==> src/rtl/mux4_rr_arbiter_pkg.sv <==
// Shared types and constants for the 4-way round-robin mux arbiter.
// Holds the FSM state encoding and the select-to-grant decode.
package mux4_arb_pkg;

  localparam int N_REQ = 4;
  localparam int SEL_W = 2;

  typedef enum logic {
    IDLE  = 1'b0,
    GRANT = 1'b1
  } state_t;

  function automatic logic [N_REQ-1:0] sel_onehot(input logic [SEL_W-1:0] sel);
    logic [N_REQ-1:0] onehot;
    onehot = '0;
    onehot[sel] = 1'b1;
    return onehot;
  endfunction

endpackage

==> src/rtl/mux4_rr_arbiter_if.sv <==
// Request/grant bundle between four requesters and the arbiter.
// Handshake: req[i] is held by requester i until it is done; ownership starts on the
// first clock edge after which gnt[i]=1 and lasts until req[i] is dropped or preempted.
interface mux4_rr_arbiter_if;
  import mux4_arb_pkg::*;

  logic [N_REQ-1:0] req;
  logic [N_REQ-1:0] gnt;
  logic [SEL_W-1:0] sel;
  logic             busy;

  modport master (output req, input gnt, input sel, input busy);
  modport slave  (input req, output gnt, output sel, output busy);

endinterface

==> src/rtl/mux4_rr_arbiter_rr_pick4.sv <==
// Combinational round-robin search: first set req bit starting at ptr+1, wrapping,
// with ptr itself checked last.
module rr_pick4
  import mux4_arb_pkg::*;
(
  input  logic [N_REQ-1:0] req,
  input  logic [SEL_W-1:0] ptr,
  output logic [SEL_W-1:0] idx,
  output logic             found
);

  logic [SEL_W-1:0] cand;

  always_comb begin
    idx   = '0;
    found = 1'b0;
    cand  = '0;
    for (int k = 1; k <= N_REQ; k++) begin
      cand = ptr + SEL_W'(k);
      if (!found && req[cand]) begin
        idx   = cand;
        found = 1'b1;
      end
    end
  end

endmodule

==> src/rtl/mux4_rr_arbiter.sv <==
// Round-robin arbiter driving the select of a shared 4:1 mux, with bounded hold time.
// All outputs are registered; the FSM state and hold counter are exported for checking.
module mux4_rr_arbiter
  import mux4_arb_pkg::*;
#(
  parameter int MAX_HOLD = 8,
  parameter int HOLD_W   = 4
) (
  input  logic              clk,
  input  logic              rst,
  mux4_rr_arbiter_if.slave  bus,
  output state_t            state,
  output logic [HOLD_W-1:0] hold_cnt
);

  localparam logic [HOLD_W-1:0] HOLD_ONE = HOLD_W'(1);
  localparam logic [HOLD_W-1:0] HOLD_LIM = HOLD_W'(MAX_HOLD);
  // With unlimited hold the counter still saturates rather than wrapping.
  localparam logic [HOLD_W-1:0] HOLD_SAT = (MAX_HOLD == 0) ? {HOLD_W{1'b1}} : HOLD_LIM;
  localparam bit PREEMPT_EN = (MAX_HOLD != 0);

  state_t           state_q, state_d;
  logic [SEL_W-1:0] last_q, last_d;
  logic [SEL_W-1:0] sel_q, sel_d;
  logic [N_REQ-1:0] gnt_q, gnt_d;
  logic             busy_q, busy_d;
  logic [HOLD_W-1:0] hold_q, hold_d;

  logic [SEL_W-1:0] pick_idx;
  logic             pick_found;
  logic             others_waiting;

  // last always equals the current owner while granted, so one picker serves both cases.
  rr_pick4 u_pick (
    .req   (bus.req),
    .ptr   (last_q),
    .idx   (pick_idx),
    .found (pick_found)
  );

  assign others_waiting = |(bus.req & ~gnt_q);

  always_comb begin
    state_d = state_q;
    last_d  = last_q;
    sel_d   = sel_q;
    gnt_d   = gnt_q;
    hold_d  = hold_q;
    case (state_q)
      IDLE: begin
        if (pick_found) begin
          state_d = GRANT;
          last_d  = pick_idx;
          sel_d   = pick_idx;
          gnt_d   = sel_onehot(pick_idx);
          hold_d  = HOLD_ONE;
        end
      end
      GRANT: begin
        if (!bus.req[sel_q]) begin
          if (pick_found) begin
            last_d = pick_idx;
            sel_d  = pick_idx;
            gnt_d  = sel_onehot(pick_idx);
            hold_d = HOLD_ONE;
          end else begin
            // sel is left alone so the mux output does not glitch while idle.
            state_d = IDLE;
            gnt_d   = '0;
            hold_d  = '0;
          end
        end else if (PREEMPT_EN && hold_q == HOLD_LIM && others_waiting) begin
          last_d = pick_idx;
          sel_d  = pick_idx;
          gnt_d  = sel_onehot(pick_idx);
          hold_d = HOLD_ONE;
        end else if (hold_q != HOLD_SAT) begin
          hold_d = hold_q + HOLD_ONE;
        end
      end
      default: begin
        state_d = IDLE;
        gnt_d   = '0;
        hold_d  = '0;
      end
    endcase
    busy_d = |gnt_d;
  end

  always_ff @(posedge clk or posedge rst) begin
    if (rst) begin
      state_q <= IDLE;
      last_q  <= SEL_W'(N_REQ - 1);
      sel_q   <= '0;
      gnt_q   <= '0;
      busy_q  <= 1'b0;
      hold_q  <= '0;
    end else begin
      state_q <= state_d;
      last_q  <= last_d;
      sel_q   <= sel_d;
      gnt_q   <= gnt_d;
      busy_q  <= busy_d;
      hold_q  <= hold_d;
    end
  end

  assign bus.gnt  = gnt_q;
  assign bus.sel  = sel_q;
  assign bus.busy = busy_q;
  assign state    = state_q;
  assign hold_cnt = hold_q;

  a_gnt_onehot0 : assert property (@(posedge clk) disable iff (rst) $onehot0(gnt_q));
  a_busy_eq     : assert property (@(posedge clk) disable iff (rst) busy_q == (|gnt_q));
  a_gnt_sel     : assert property (@(posedge clk) disable iff (rst)
                                   (gnt_q != '0) |-> (gnt_q == sel_onehot(sel_q)));

endmodule

==> src/flat_wrapper.sv <==
// flat-port wrapper written by rule: the top's interface ports become plain ports
module mux4_rr_arbiter_flat import mux4_arb_pkg::*;
#(
  parameter int MAX_HOLD = 8,
  parameter int HOLD_W   = 4
)
  (clk, rst, state, hold_cnt, bus_req, bus_gnt, bus_sel, bus_busy);
  mux4_rr_arbiter_if bus_i ();
  input  logic clk;
  input  logic rst;
  output state_t state;
  output logic [HOLD_W-1:0] hold_cnt;
  input wire logic [$bits(bus_i.req)-1:0] bus_req;
  output wire logic [$bits(bus_i.gnt)-1:0] bus_gnt;
  output wire logic [$bits(bus_i.sel)-1:0] bus_sel;
  output wire logic [$bits(bus_i.busy)-1:0] bus_busy;
  assign bus_i.req = bus_req;
  assign bus_gnt = bus_i.gnt;
  assign bus_sel = bus_i.sel;
  assign bus_busy = bus_i.busy;
  mux4_rr_arbiter #(.MAX_HOLD(MAX_HOLD), .HOLD_W(HOLD_W)) u_core (.clk(clk), .rst(rst), .bus(bus_i), .state(state), .hold_cnt(hold_cnt));
endmodule
==> config.mk <==
export PLATFORM = sky130hd
export DESIGN_NAME = mux4_rr_arbiter_flat
export DESIGN_NICKNAME = d
export VERILOG_FILES = /design/src/rtl/mux4_rr_arbiter_pkg.sv /design/src/rtl/mux4_rr_arbiter_if.sv /design/src/rtl/mux4_rr_arbiter_rr_pick4.sv /design/src/rtl/mux4_rr_arbiter.sv /design/src/flat_wrapper.sv
export SDC_FILE = /design/constraint.sdc
export NUM_CORES = 1
export LEC_CHECK = 0
export BUFFER_PORTS_ARGS = -buffer_cell sky130_fd_sc_hd__clkbuf_2
export CAP_MARGIN = 10
export CORE_AREA = 4 4 45 47
export CTS_BUF_LIST = sky130_fd_sc_hd__clkbuf_4
export DETAILED_ROUTE_END_ITERATION = 10
export DIE_AREA = 0 0 49 51
export GPL_TIMING_DRIVEN = 0
export PLACE_DENSITY = 0.85
export SYNTH_ARGS = -nofsm -noshare
export SYNTH_HDL_FRONTEND = slang
export SYNTH_SLANG_ARGS = --single-unit
==> constraint.sdc <==
create_clock -name clk -period 5.4 [get_ports clk]
set_clock_uncertainty 0.2 [all_clocks]
set_input_delay 0.54 -clock clk [delete_from_list [all_inputs] [get_ports clk]]
set_output_delay 0.54 -clock clk [all_outputs]
set_load 0.01 [all_outputs]
==> metrics.txt <==
Core Area 0.001652 mm²; worst reg2reg path startpoint u_core.hold_cnt[0]$_DFFE_PP0P_; Clock Path Buffers 2; leakage 0.0004990 µW; DP Area 0.001036 mm²; antenna cell count 0; grt total ovfl 0; I/O Buffers 14; CP Launch Type register; Syn. warnings 0; synth top area cells dfrtp_1 (32%), dfstp_2 (5.6%), nand2_1 (4.8%), o21ai_0 (4.2%), nand2b_1 (4.0%); min-delay worst type in -> async; antenna-violating nets left 0; Post-CTS Setup Bufs 0; RePlAce Congestion 0.8268; total wire length 2034 µm; met2 usage 30.65%; crit path kind reg -> reg; Mapped Cells 102; Final Hold Slack 49.49 ps; mapped cell area 944.7 µm²; post-CTS sizing 0; CP Capture Type register; MaxCap Viol Count 0; EDFF count, synth 0; CTS clk-pin slew, worst paths 90 ps; post-synth cell types 39; initial antenna violation count 0; initial DRC count 22; Slew @ Worst Pin 518.1 ps; final core occ 64.32%; fillcell total 143; layout cells sized above 1 25.83%; Post-Syn Nets 110; GR met3 Demand/Resource 3.790%; die height 51 µm; worst r2r dst u_core.bus.gnt[3]$_DFF_PP0_; async set or reset register ratio after synthesis 100.0%; average instance area after synthesis 9.261 µm²; H-tree depth 1; GR peak layer met2; first-pass GRT wire length 3601 µm; via count 853; share of the synthesized area in the top cell type 31.79%; Post-DP HPWL 1555 µm; top-level I/O count 18; per-cell routed wire length 14.85 µm; critical path arrival 2160 ps; vias in the first global route 815; pin count of the biggest net entering global routing 15; DIE WIDTH 49 µm; Root Buffer clkbuf_4; Setup TNS 0 ps; Worst-Skew Late Latency 290 ps; Final Cycle Share 39.78%; CTS sink count 14; total CTS buffers 3; sequential fraction of the synthesis area 37.35%; status completed; Finish-stage setup viols 0; R2R Setup Slk 3250 ps; most instantiated cells after synthesis dfrtp_1 (12), nand2_1 (12), nor2_1 (8), o21ai_0 (8), inv_1 (7); Initial Utilization 57.20%; Max VDD drop 258.8 µV; DIE AREA 0.002499 mm²; All-Layer GR Usage 18.66%; Worst Path Max Fanout 5; final net count 129; unrepaired setup endpoints after global routing no; Worst Path Required 5410 ps; Area Growth Syn to Fin 12.45%; CTS tree done; max-slew headroom at the worst pin 65.42%; Peak Freq 465.5 MHz; R2R depth 7; fin. max-slew vios 0; Power Density 497.9 mW/mm²; Pre-antenna DRT Iters 4; Top FF cell, synth dfrtp_1; FF+latch count, synth 14; Via density 6.226; post-synth top area cell dfrtp_1; min Tclk post-route 2148 ps; design area 0.001062 mm²; final hold vios 0; hold-fix buffer count after cts 0; M1 GR Usage 22.94%; Placed Cells incl. Taps 133; Rows 15; non-filler cells, final 137; Residual DRC 0
## layout make-up
class                   count  area [µm²]  share of cell area [%]
clock buffers               3       22.52                   2.120
multi-input cells          76       525.5                   49.47
repair buffers             14       70.07                   6.596
well taps                  17       21.27                   2.002
plain buffers               5       40.04                   3.769
inverters                   7       26.28                   2.473
flip-flops and latches     14       352.8                   33.22
clock inverters             1       3.754                  0.3534
## placed cells by master (no fill, tap or decap), drive strengths merged
cell type	n
or3	2
clkinv	1
nand3b	1
o22a	1
nand2	12
mux4	1
dfstp	2
clkbuf	17
a21o	2
and3b	1
o31ai	1
a21oi	4
nand2b	6
nor2	8
ha	2
o32ai	2
a41o	1
mux2	1
nor2b	2
a32o	1
nand3	1
a21boi	1
or2	1
a41oi	1
nand4b	1
nand4	1
mux2i	3
inv	7
o211ai	1
buf	5
a22oi	1
o21ai	9
o22ai	3
nor3	4
dfrtp	12
or4	1
## logic make-up after synthesis
group,share of synthesized area [%]
and+or+nand+nor,23.97
muxes,6.755
adders and majority gates,2.649
buffers and inverters,7.021
AOI/OAI and AO/OA,22.25
DFF,37.35
## routing by layer
layer / vias to the layer above / routed length (µm)
li1: 402 / -
met1: 417 / 878
met2: 28 / 1009
met3: 6 / 99
met4: 0 / 47
met5: - / 0
## worst max-delay path by stage
stage | startpoint | end | slack [ps] | cells past startpoint
finish | u_core.hold_cnt[0]$_DFFE_PP0P_ | u_core.bus.gnt[3]$_DFF_PP0_ | 3250 | 7
floorplan | bus_req[1] | u_core.bus.busy$_DFF_PP0_ | 3210 | 6
global placement | bus_req[1] | u_core.bus.busy$_DFF_PP0_ | 3150 | 6
detailed placement | bus_req[3] | u_core.bus.busy$_DFF_PP0_ | 3110 | 7
CTS | u_core.hold_cnt[0]$_DFFE_PP0P_ | u_core.bus.gnt[3]$_DFF_PP0_ | 3250 | 7
global route | u_core.hold_cnt[0]$_DFFE_PP0P_ | u_core.bus.busy$_DFF_PP0_ | 3140 | 7
## worst max-delay path: stages, from the launching register on
cell and delay, ps:
dfrtp_1 430, inv_1 100, ha_1 150, nand3b_1 170
a41oi_1 350, nor2_1 130, or2_1 350, o21ai_0 180
## power breakdown
part           internal (µW)  switching [µW]  leakage, µW
Combinational            123             144     0.000315
Clock                   26.9            35.8    0.0000154
Sequential               152            47.2     0.000169
Total                    302             227     0.000499
## flip-flops by register name (all words and copies together) (netlist names)
signal           cells
u_core.bus.gnt       4
u_core.hold_cnt      4
u_core.bus.sel       2
u_core.last_q        2
u_core.bus.busy      1
u_core.state         1
## through the flow
step / setup slack (ps) / power, µW
after floorplan: 3211 / 389.6
after global placement: 3153 / 453.7
after detailed placement: 3106 / 468.3
after CTS: 3247 / 531.6
after global routing: 3141 / 576.2
final: 3252 / 528.9
No activity file was read; power rests on OpenSTA's default activity.
